==> config.mk <==
export PLATFORM = sky130hd
export DESIGN_NAME = dsp_frame_sequencer
export DESIGN_NICKNAME = d
export VERILOG_FILES = /design/src/rtl/dsp_seq_pkg.sv /design/src/rtl/sat_counter.sv /design/src/rtl/dsp_frame_sequencer.sv
export SDC_FILE = /design/constraint.sdc
export NUM_CORES = 1
export LEC_CHECK = 0
export ABC_AREA = 1
export CELL_PAD_IN_SITES_DETAIL_PLACEMENT = 1
export CELL_PAD_IN_SITES_GLOBAL_PLACEMENT = 2
export CORE_MARGIN = 1
export CORE_UTILIZATION = 25
export DETAILED_ROUTE_END_ITERATION = 12
export HOLD_SLACK_MARGIN = 0.05
export PLACE_DENSITY_LB_ADDON = 0.1
export SYNTH_ARGS = -nofsm -noshare
export SYNTH_HDL_FRONTEND = slang
export SYNTH_SLANG_ARGS = --single-unit
==> constraint.sdc <==
create_clock -name clk -period 3.08 [get_ports clk]
set_input_delay 0.308 -clock clk [delete_from_list [all_inputs] [get_ports clk]]
set_output_delay 0.308 -clock clk [all_outputs]
set_load 0.005 [all_outputs]
==> src/rtl/dsp_seq_pkg.sv <==
// Purpose: shared types and helpers for the DSP frame sequencer and its metering neighbours.
// Latency: n/a (types and constant functions only).
// Backpressure: n/a.
//
// Contents:
//   seq_state_t   - sequencer state encoding (IDLE, WAIT_SYNC, RUN, HOLD)
//   calc_pc_width - pc width needed for the instruction slots available per audio frame
package dsp_seq_pkg;

    typedef enum logic [1:0] {
        IDLE      = 2'd0,
        WAIT_SYNC = 2'd1,
        RUN       = 2'd2,
        HOLD      = 2'd3
    } seq_state_t;

    // Slots per frame is the DSP clock divided by the sample rate; never narrower than 1 bit.
    function automatic int calc_pc_width(input int dsp_khz, input int fs_khz);
        int slots;
        slots = dsp_khz / fs_khz;
        return (slots <= 2) ? 1 : $clog2(slots);
    endfunction

endpackage

==> src/rtl/sat_counter.sv <==
// Purpose: saturating event counter with synchronous clear; a clear and an increment in the same cycle leave the count at 1.
// Latency: count reflects an event one clk after it is presented.
// Backpressure: none; every i_inc is absorbed, counts beyond all-ones are dropped.
//
// Ports:
//   clk, reset  - clock, synchronous active-high reset
//   i_inc       - count one event this cycle
//   i_clr       - clear the count this cycle
//   o_count     - registered count, saturates at all ones
module sat_counter #(
    parameter int WIDTH = 8
) (
    input  logic             clk,
    input  logic             reset,
    input  logic             i_inc,
    input  logic             i_clr,
    output logic [WIDTH-1:0] o_count
);

    logic [WIDTH-1:0] r_count;

    always_ff @(posedge clk) begin
        if (reset) begin
            r_count <= '0;
        end else if (i_inc && i_clr) begin
            r_count <= WIDTH'(1);
        end else if (i_clr) begin
            r_count <= '0;
        end else if (i_inc && (r_count != '1)) begin
            r_count <= r_count + 1'b1;
        end
    end

    assign o_count = r_count;

endmodule

==> src/rtl/dsp_frame_sequencer.sv <==
// Purpose: steps the DSP program counter 0..PROG_LEN-1 once per audio frame, aligned to frame_sync (or free-running).
// Latency: pc=0 appears one clk after the frame_sync that starts a frame; all outputs registered.
// Backpressure: none; early syncs restart the program and are flagged as overruns.
//
// Ports: clk/reset (sync, active-high); run (level enable); frame_sync, clear_flags (1-cycle pulses);
//   pc/pc_valid/frame_start/frame_end (slot stream); frame_count, overrun, overrun_count, sync_lost (status).
// Optional: define DSP_SEQ_WATCHDOG_EN to build the missing-sync watchdog; otherwise sync_lost is tied to 0.
module dsp_frame_sequencer
    import dsp_seq_pkg::*;
#(
    parameter int PC_WIDTH      = 11,
    parameter int PROG_LEN      = 2048,
    parameter int FREE_RUN      = 0,
    parameter int FCNT_WIDTH    = 16,
    parameter int OVR_CNT_WIDTH = 8,
    parameter int WDOG_CYCLES   = 4096
) (
    input  logic                     clk,
    input  logic                     reset,
    input  logic                     run,
    input  logic                     frame_sync,
    input  logic                     clear_flags,
    output logic [PC_WIDTH-1:0]      pc,
    output logic                     pc_valid,
    output logic                     frame_start,
    output logic                     frame_end,
    output logic [FCNT_WIDTH-1:0]    frame_count,
    output logic                     overrun,
    output logic [OVR_CNT_WIDTH-1:0] overrun_count,
    output logic                     sync_lost
);

    generate
        if (PROG_LEN < 2) begin : g_bad_len
            $error("dsp_frame_sequencer: PROG_LEN must be at least 2");
        end
        if (PROG_LEN > (2 ** PC_WIDTH)) begin : g_bad_width
            $error("dsp_frame_sequencer: PROG_LEN does not fit in PC_WIDTH bits");
        end
        if (WDOG_CYCLES < 1) begin : g_bad_wdog
            $error("dsp_frame_sequencer: WDOG_CYCLES must be at least 1");
        end
    endgenerate

    localparam logic [PC_WIDTH-1:0] LAST_PC = PC_WIDTH'(PROG_LEN - 1);
    localparam bit                  FR      = (FREE_RUN != 0);

    seq_state_t            r_state;
    logic [PC_WIDTH-1:0]   r_pc;
    logic                  r_pc_valid;
    logic                  r_frame_start;
    logic                  r_frame_end;
    logic [FCNT_WIDTH-1:0] r_frame_count;
    logic                  r_overrun;

    logic                  w_sync;
    logic                  w_at_last;
    logic                  w_ovr_evt;
    logic                  w_wdog_trip;
    logic [PC_WIDTH-1:0]   w_pc_next;

    // Free-running builds never look at frame_sync.
    assign w_sync    = frame_sync && !FR;
    assign w_at_last = (r_state == RUN) && (r_pc == LAST_PC);
    assign w_ovr_evt = (r_state == RUN) && w_sync && (r_pc != LAST_PC);
    assign w_pc_next = r_pc + 1'b1;

`ifdef DSP_SEQ_WATCHDOG_EN
    localparam int              WD_W    = $clog2(WDOG_CYCLES + 1);
    localparam logic [WD_W-1:0] WD_TRIP = WD_W'(WDOG_CYCLES - 1);
    localparam logic [WD_W-1:0] WD_MAX  = WD_W'(WDOG_CYCLES);

    logic [WD_W-1:0] r_wdog_cnt;
    logic            r_sync_lost;
    logic            w_wd_active;

    assign w_wd_active = !FR && (r_state != IDLE);
    // Trip on the edge that completes WDOG_CYCLES sync-less cycles.
    assign w_wdog_trip = w_wd_active && !frame_sync && (r_wdog_cnt == WD_TRIP);

    always_ff @(posedge clk) begin
        if (reset) begin
            r_wdog_cnt  <= '0;
            r_sync_lost <= 1'b0;
        end else begin
            if (!w_wd_active || frame_sync) begin
                r_wdog_cnt <= '0;
            end else if (r_wdog_cnt != WD_MAX) begin
                r_wdog_cnt <= r_wdog_cnt + 1'b1;
            end
            if (w_wdog_trip) begin
                r_sync_lost <= 1'b1;
            end else if (clear_flags || w_sync) begin
                r_sync_lost <= 1'b0;
            end
        end
    end

    assign sync_lost = r_sync_lost;
`else
    assign w_wdog_trip = 1'b0;
    assign sync_lost   = 1'b0;
`endif

    always_ff @(posedge clk) begin
        if (reset) begin
            r_state       <= IDLE;
            r_pc          <= '0;
            r_pc_valid    <= 1'b0;
            r_frame_start <= 1'b0;
            r_frame_end   <= 1'b0;
            r_frame_count <= '0;
            r_overrun     <= 1'b0;
        end else begin
            r_frame_start <= 1'b0;
            r_frame_end   <= 1'b0;

            // Only frames that reach their last slot are counted; truncated or abandoned ones are not.
            if (w_at_last && !w_wdog_trip) begin
                r_frame_count <= r_frame_count + 1'b1;
            end

            if (w_ovr_evt) begin
                r_overrun <= 1'b1;
            end else if (clear_flags) begin
                r_overrun <= 1'b0;
            end

            if (w_wdog_trip) begin
                r_state    <= WAIT_SYNC;
                r_pc_valid <= 1'b0;
            end else begin
                case (r_state)
                    IDLE: begin
                        if (run) begin
                            if (FR) begin
                                r_state       <= RUN;
                                r_pc          <= '0;
                                r_pc_valid    <= 1'b1;
                                r_frame_start <= 1'b1;
                            end else begin
                                r_state <= WAIT_SYNC;
                            end
                        end
                    end
                    WAIT_SYNC, HOLD: begin
                        if (!run) begin
                            r_state <= IDLE;
                        end else if (w_sync) begin
                            r_state       <= RUN;
                            r_pc          <= '0;
                            r_pc_valid    <= 1'b1;
                            r_frame_start <= 1'b1;
                        end
                    end
                    RUN: begin
                        if (w_at_last) begin
                            if (!run) begin
                                r_state    <= IDLE;
                                r_pc_valid <= 1'b0;
                            end else if (FR || w_sync) begin
                                r_pc          <= '0;
                                r_frame_start <= 1'b1;
                            end else begin
                                // pc parks on the last slot while waiting for a late sync.
                                r_state    <= HOLD;
                                r_pc_valid <= 1'b0;
                            end
                        end else if (w_ovr_evt) begin
                            r_pc          <= '0;
                            r_frame_start <= 1'b1;
                        end else begin
                            r_pc        <= w_pc_next;
                            r_frame_end <= (w_pc_next == LAST_PC);
                        end
                    end
                    default: begin
                        r_state    <= IDLE;
                        r_pc_valid <= 1'b0;
                    end
                endcase
            end
        end
    end

    sat_counter #(
        .WIDTH (OVR_CNT_WIDTH)
    ) u_ovr_cnt (
        .clk     (clk),
        .reset   (reset),
        .i_inc   (w_ovr_evt),
        .i_clr   (clear_flags),
        .o_count (overrun_count)
    );

    assign pc          = r_pc;
    assign pc_valid    = r_pc_valid;
    assign frame_start = r_frame_start;
    assign frame_end   = r_frame_end;
    assign frame_count = r_frame_count;
    assign overrun     = r_overrun;

endmodule

==> flow_results.org, run 1 <==
** Final layout
- The layout has 1281 filler cells.
- Leading cell type in the layout, fill and taps excluded :: nand2_1
- In the final design database the tool counted 445 nets.
- Final design utilization :: 0.325
- Summing all flip-flop and latch instances after layout gives 821 µm².
- Excluding fillers, the count of instances in the completed layout stands at 570.
- Area taken by multi-input logic gates :: 0.00148 mm²
- In the layout the commonest cells are 116 x nand2_1, 52 x nor2_1, 43 x inv_1, 43 x clkdlybuf4s50_1, 41 x dfxtp_1.
- The number of antenna diodes in the final layout is 0.
- Area growth from synthesis to layout :: 25.8%
- Fraction of layout cells with a size suffix above 1 :: 0.0755

** Global routing
- In the global route stage, met2 resource usage came out at 0.251.
- For this run, the total global-route usage over all layers was measured as 0.156.
- Largest net degree at the start of global routing :: 26
- In this run the most used layer during global routing was met2.
- Global routing finished with a remaining overflow of 0.
- The via count of the first global-routing pass came to 2567.
- First-pass GRT wire length :: 12.7 mm
- For met1 alone, demand over resource in global routing was 0.217.
- For met3 alone, demand over resource in global routing was 0.0244.
- The number of antenna violations at the first check in global routing is 0.

** Clocking
- The H-tree was split into 2 levels.
- The number of hold buffers added after CTS was 0.
- Counting along the longest clock path gives a buffer depth of 2.
- Clock latency on the worst-skew pair :: 0.31 ns
- Number of buffers inserted to repair setup after CTS :: 0
- Clock-pin slew reported for the worst setup and hold paths after clock tree synthesis :: 0.09 ns
- CTS tree :: built
- The number of gates resized after CTS was 0.
- Clock Root Buffer :: clkbuf_8
- Buffers inserted during clock tree synthesis total 5.
- The tree built by TritonCTS fans out to 41 sinks.

** Routing
- Routed length per instance :: 13.4 µm
- Via density per instance :: 4.50
- The routed layout has 2564 vias.
- Number of design rule violations left after detail routing :: 0
- Total wirelength of the detailed-routed design :: 7.66 mm
- The first routing iteration left 58 violations.
- The count of nets left with antenna violations once routing finished came out at 0.
- Count of TritonRoute iterations in the first routing pass :: 4

** Setup path
- The worst register-to-register path has a depth of 7.
- Data arrives at the worst endpoint at 2.39 ns.
- Worst path required time :: 3.32 ns
- Max Fanout on Critical Path :: 19
- STA classifies the critical path startpoint as a register.
- STA classifies the critical path endpoint as a register.
- WS Path Type :: reg2reg

** STA
- At the pin with the least slew margin, the transition time is 0.568 ns.
- Setup violations remaining at the end of the flow were counted as 0.
- In the final timing run, aggregate negative setup slack is 0 ns.
- Once routing completed, OpenROAD measured the worst setup slack at 0.932 ns.
- Worst rel slew slack :: 0.620
- The clock period could shrink to 2.15 ns.
- Dividing the final minimum period by the clock period gives 0.697.
- Unrepaired setup endpoints after global routing :: false
- Layout Skew :: 0.00679 ns
- Achievable frequency :: 466 MHz
- Number of pins exceeding their max-slew limit in the final report :: 0
- Final number of hold-violating endpoints :: 0

** Yosys
- The Yosys step of the flow raised 0 warnings.
- For this run, the register share of the synthesized area comes to 0.323.
- Synthesis produced a netlist with a net count of 404.
- Syn Area/Cell :: 6.43 µm²
- Synthesis inferred 41 register bits.
- Number of distinct library cell variants in the gate-level netlist after synthesis :: 28
- Synth top area share :: 0.323
- Counting every instance in the synthesized netlist gives 395.
- The mapped netlist covers 0.00254 mm².
- Ranked by total cell area, the synthesized netlist is headed by dfxtp_1 32%, nand2_1 17%, nor2_1 7.7%, nand3_1 7.1%, inv_1 6.4%.
- Top cell type by total area after synthesis :: dfxtp_1

** Place
- Once detailed placement completed, the half-perimeter wirelength came to 5.62 mm.
- At the end of routability-driven placement, the weighted congestion stood at 0.740.
- OpenSTA, run right after detailed placement, puts the worst setup slack at 0.895 ns.
- Quantity of I/O buffers inserted on ports :: 43
- Once placement completed, the tool counted placed cells totaling 562.

** Floorplan
- The die is 103 µm wide.
- The region available for standard cell placement spans 0.00982 mm².
- The initial utilization of the core area, before any placement, comes to 0.259.
- IO Count :: 45
- Area of the die :: 0.0106 mm²
- Number of rows in the core area :: 36
- Height of the die :: 103 µm

** Outcome
- Status :: completed

** Pwr
- The worst-case IR drop observed on VDD is 0.000242 V.
- Leak Pwr :: 1.26 nW
- Dividing total power by cell area gives a power density of 619 mW/mm².

** Job
- Count of max-cap constraint violations :: 0

** Hold path
- The path class of the tightest hold or removal check is reg2reg.
- Worst Hold Path Cells :: 2
registers in the layout, indices dropped and copies added, names as in the netlist:
register,count
frame_count,16
frame_end,1
frame_start,1
overrun,1
pc,11
pc_valid,1
r_state,2
u_ovr_cnt.o_count,8
synth_stat cells:
cell / count
nand2_1: 116
nor2_1: 52
inv_1: 43
dfxtp_1: 41
nand3_1: 36
a21oi_1: 24
o21ai_0: 15
nand2_2: 10
a21oi_2: 9
nand4_1: 9
xnor2_1: 7
xor2_1: 7
clkbuf_1: 6
ha_1: 4
nand3_2: 2
nor3_1: 2
a211oi_1: 1
buf_12: 1
buf_2: 1
buf_4: 1
buf_6: 1
clkinv_1: 1
clkinv_2: 1
conb_1: 1
nand3_4: 1
nand3b_1: 1
nand4_4: 1
nor2_8: 1
per-layer routing:
metal / up-vias / wire, µm
li1: 1334 / -
met1: 1190 / 4120
met2: 33 / 3280
met3: 7 / 182
met4: 0 / 80
met5: - / 0
per-stage QoR:
| step | hold WS, ns | power, mW | area (µm²) |
|---|---|---|---|
| after floorplan | 0.466 | 1.19 | 2540 |
| after global placement | 0.472 | 1.52 | 3080 |
| after detailed placement | 0.485 | 1.52 | 3080 |
| after CTS | 0.505 | 2.01 | 3200 |
| after global routing | 0.541 | 2.14 | 3200 |
| final | 0.495 | 1.98 | 3200 |
worst max-delay path, cell delays in order (launching register included):
cell and delay, ns:
dfxtp_1 0.53, ha_1 0.30, nand3_2 0.16, nor2_8 0.18
nand4_4 0.28, clkinv_2 0.34, o21ai_0 0.15, a21oi_1 0.14
worst paths after layout:
kind | endpoint | slack [ns] | startpoint
min | overrun | 0.50 | overrun
max reg2reg | frame_count[9] | 0.93 | pc[0]
max | frame_count[9] | 0.93 | pc[0]
min reg2reg | overrun | 0.50 | overrun
final cells by class:
class                           instances  share of cell area
Tap cell                              133              0.0521
Clock inverter                          1             0.00940
Timing Repair Buffer                   44               0.137
Sequential cell                        41               0.257
Clock buffer                            7              0.0270
Inverter                               45              0.0532
Multi-Input combinational cell        299               0.464
cell families after synthesis:
| family | share of synthesized area |
|---|---|
| other cells | 0.00148 |
| flops | 0.323 |
| fa+ha+maj | 0.0197 |
| compound gates | 0.111 |
| buf+inv | 0.0931 |
| xor+xnor | 0.0483 |
| simple gates | 0.404 |
power by group:
group / switching, mW / internal [mW]
Clock: 0.219 / 0.265
Sequential: 0.137 / 0.621
Combinational: 0.434 / 0.303
(Power assumes the default switching activity.)
==> run 2, diff against run 1 <==
==> constraint.sdc (replaced) <==
create_clock -name clk -period 1.96 [get_ports clk]
set_input_delay 0.196 -clock clk [delete_from_list [all_inputs] [get_ports clk]]
set_output_delay 0.196 -clock clk [all_outputs]
set_load 0.005 [all_outputs]
==> run 2 against run 1 <==
Sequential cell count is the same; clock skew grew 0.0057 ns; wire length grew 4.8%; total power grew 53%; critical endpoint is now u_ovr_cnt.o_count[5].
==> flow_results.org, run 2 (same netlist as run 1, synthesis figures left out) <==
** Clocking
- The number of gates resized after CTS was 0.
- The tree is rooted in a clkbuf_8.
- Clock-pin slew reported for the worst setup and hold paths after clock tree synthesis :: 0.08 ns
- CTS max path bufs :: 2
- In this run the post-CTS setup repair buffer count came out at 0.
- In this run, post-CTS hold repair placed 0 buffers.
- TritonCTS built the clock tree.
- CTS Buf Count :: 5
- The H-tree was split into 2 levels.
- Counting every sink on the clock net gives 41.
- Clock latency on the worst-skew pair :: 0.30 ns

** Global routing
- The first global-routing pass estimated 13.6 mm of wire.
- The via count of the first global-routing pass came to 2688.
- Overall fraction of global-route tracks in use :: 0.165
- Initial antenna violation count :: 0
- Summed over all layers, the global routing overflow is 0.
- Entering global routing, the biggest net connects 26 pins.

** STA
- Minimum clock period :: 1.71 ns
- Clock skew on the completed layout was measured at 0.0125 ns.
- Final setup violating endpoints :: 0
- Static timing analysis puts the maximum clock frequency at 584 MHz.
- Across all hold checks on the routed design, the worst slack comes to 0.488 ns.
- The number of pins with negative max-slew slack in the final report was 0.
- Sum Neg Setup Slack :: 0 ns
- The count of endpoints failing hold in the final timing report came to 0.
- In the finished design, the share of the clock period the worst path needs comes to 0.873.
- Setup repair after global routing left no endpoint under its margin.

** Pwr
- Internal Pwr Total :: 1.79 mW
- Final Total Pwr :: 3.02 mW
- Fraction of power consumed by sequential logic :: 0.361
- For this design the total switching power over the nets is 1.23 mW.
- Leak Pwr :: 1.30 nW
- Of the total power, the clock network draws 0.185.
- Combinational Power Share :: 0.453
- VDD IR-drop max :: 0.000365 V
- For this design the ratio of total power to cell area is 929 mW/mm².
- Switching share of total power :: 0.406

** Setup path
- The worst setup path is launched from a register.
- The number of buffers and inverters on the critical path is 1.
- Critical path capture point type :: register
- Cell family with most CP delay :: simple AND/OR/NAND/NOR gates
- Most frequent cell on the critical path :: nand3_2
- For the worst setup path, the data required time is 2.14 ns.
- Delay contributed by the slowest stage of the critical path :: 0.34 ns
- In this run the worst path has a maximum fanout of 9.
- The critical path goes through ha_1 -> nand3_2 -> nor2_8 -> nand3_4 -> nand3_2 -> inv_1 -> nand2_1 -> a21oi_1.
- Critical path arrival :: 1.89 ns
- Critical Path Slowest Stage Cell :: dfxtp_1
- WS Path Type :: reg2reg

** Place
- # placed instances :: 574
- Placer's final routability congestion estimate :: 0.785
- Quantity of I/O buffers inserted on ports :: 43
- The HPWL after detailed placement is 6.05 mm.

** Final layout
- Relative to the synthesized area, the layout overhead comes to 28.1%.
- Number of diodes :: 0
- At the end of the flow, the number of nets in the layout was 457.
- Fill cells in the final layout number 1301.
- Fraction of layout cells with a size suffix above 1 :: 0.0982
- Leaving out filler cells and counting taps, the final layout contains 581.
- Leading cell type in the layout, fill and taps excluded :: nand2_1
- Max reg flops :: 16
- Commonest cells after routing, fill and taps aside :: 116 x nand2_1, 52 x nor2_1, 43 x inv_1, 43 x clkdlybuf4s50_1, 41 x dfxtp_1

** Routing
- The routed layout has 2659 vias.
- Routed length per instance :: 13.8 µm
- Number of design rule violations left after detail routing :: 0
- The first detailed-routing pass ran for 4 iterations.
- After detailed routing, the total wire length is 8.03 mm.
- After detailed routing, the number of vias per cell comes to 4.58.
- Antenna Nets Post-Route :: 0
- Iteration-0 DRC count of the detailed router :: 56

** Floorplan
- In this run the core area contains 36 standard-cell rows.
- DIE WIDTH :: 103 µm
- The core region is 0.00982 mm².
- The die is 103 µm tall.
- The initial utilization of the core area, before any placement, comes to 0.259.
- Pin placement for this block handled 45 I/O pins.
- Area of the die :: 0.0106 mm²

** Hold path
- The path class of the tightest hold or removal check is reg2reg.

** Outcome
- The flow ran to the end, and the final reports show no timing, DRC or antenna violations.

** Job
- Count of max-cap constraint violations :: 0
==> run 2: cell types whose count changed in the layout (fill, tap and decap cells not counted) <==
cell,before,now
bufinv_16,1,0
buf_4,1,13
clkinv_4,0,1
nand2_2,10,9
nand2_4,0,1
clkbuf_8,6,5
==> run 2: cell type report <==
type | count | area (µm²) | share of cell area
clock buffers | 6 | 72.6 | 0.0223
multi-input cells | 299 | 1490 | 0.457
well taps | 133 | 166 | 0.0511
flip-flops and latches | 41 | 821 | 0.252
clock inverters | 1 | 8.76 | 0.00269
inverters | 45 | 170 | 0.0523
repair buffers | 56 | 528 | 0.162
==> run 2: routing by layer <==
metal | GRT usage | routed length, µm
met5 | 0 | 0
met4 | 0.0358 | 70
met3 | 0.0231 | 215
met2 | 0.261 | 3510
met1 | 0.237 | 4240
==> run 2: power groups by stage <==
stage	registers [mW]	logic, mW	clock network, mW
after floorplan	1.15	0.729	0
after global placement	1.11	1.38	0
after detailed placement	1.11	1.37	0
after CTS	1.10	1.38	0.584
after global routing	1.12	1.58	0.626
final	1.09	1.37	0.560
==> run 2: worst paths after layout <==
path	startpoint	depth (start not counted)	slack, ns	to
setup / recovery	pc[0]	8	0.25	u_ovr_cnt.o_count[5]
hold / removal	overrun	2	0.49	overrun
setup reg to reg	pc[0]	8	0.25	u_ovr_cnt.o_count[5]
hold reg to reg	overrun	2	0.49	overrun
==> run 2: tightest hold or removal path: stages (launching register included) <==
cell and delay (ns):
dfxtp_1 0.31, nand3_1 0.07, o21ai_0 0.06
==> run 2: per-stage QoR <==
stage | setup slack [ns] | cell area, µm² | utilization
final | 0.249 | 3260 | 0.332
after global routing | 0.0211 | 3260 | 0.332
after CTS | 0.170 | 3250 | 0.331
after detailed placement | 0.154 | 3170 | 0.323
after global placement | 0.233 | 3170 | 0.323
after floorplan | 0.365 | 2540 | -
==> run 3, diff against run 2 <==
--- a/config.mk
+++ b/config.mk
@@ -13,6 +13,7 @@
 export DETAILED_ROUTE_END_ITERATION = 12
 export HOLD_SLACK_MARGIN = 0.05
 export PLACE_DENSITY_LB_ADDON = 0.1
+export SKIP_LAST_GASP = 1
 export SYNTH_ARGS = -nofsm -noshare
 export SYNTH_HDL_FRONTEND = slang
 export SYNTH_SLANG_ARGS = --single-unit
==> results of run 3 <==
No change in the layout: final DEF, timing and power equal those of run 2.
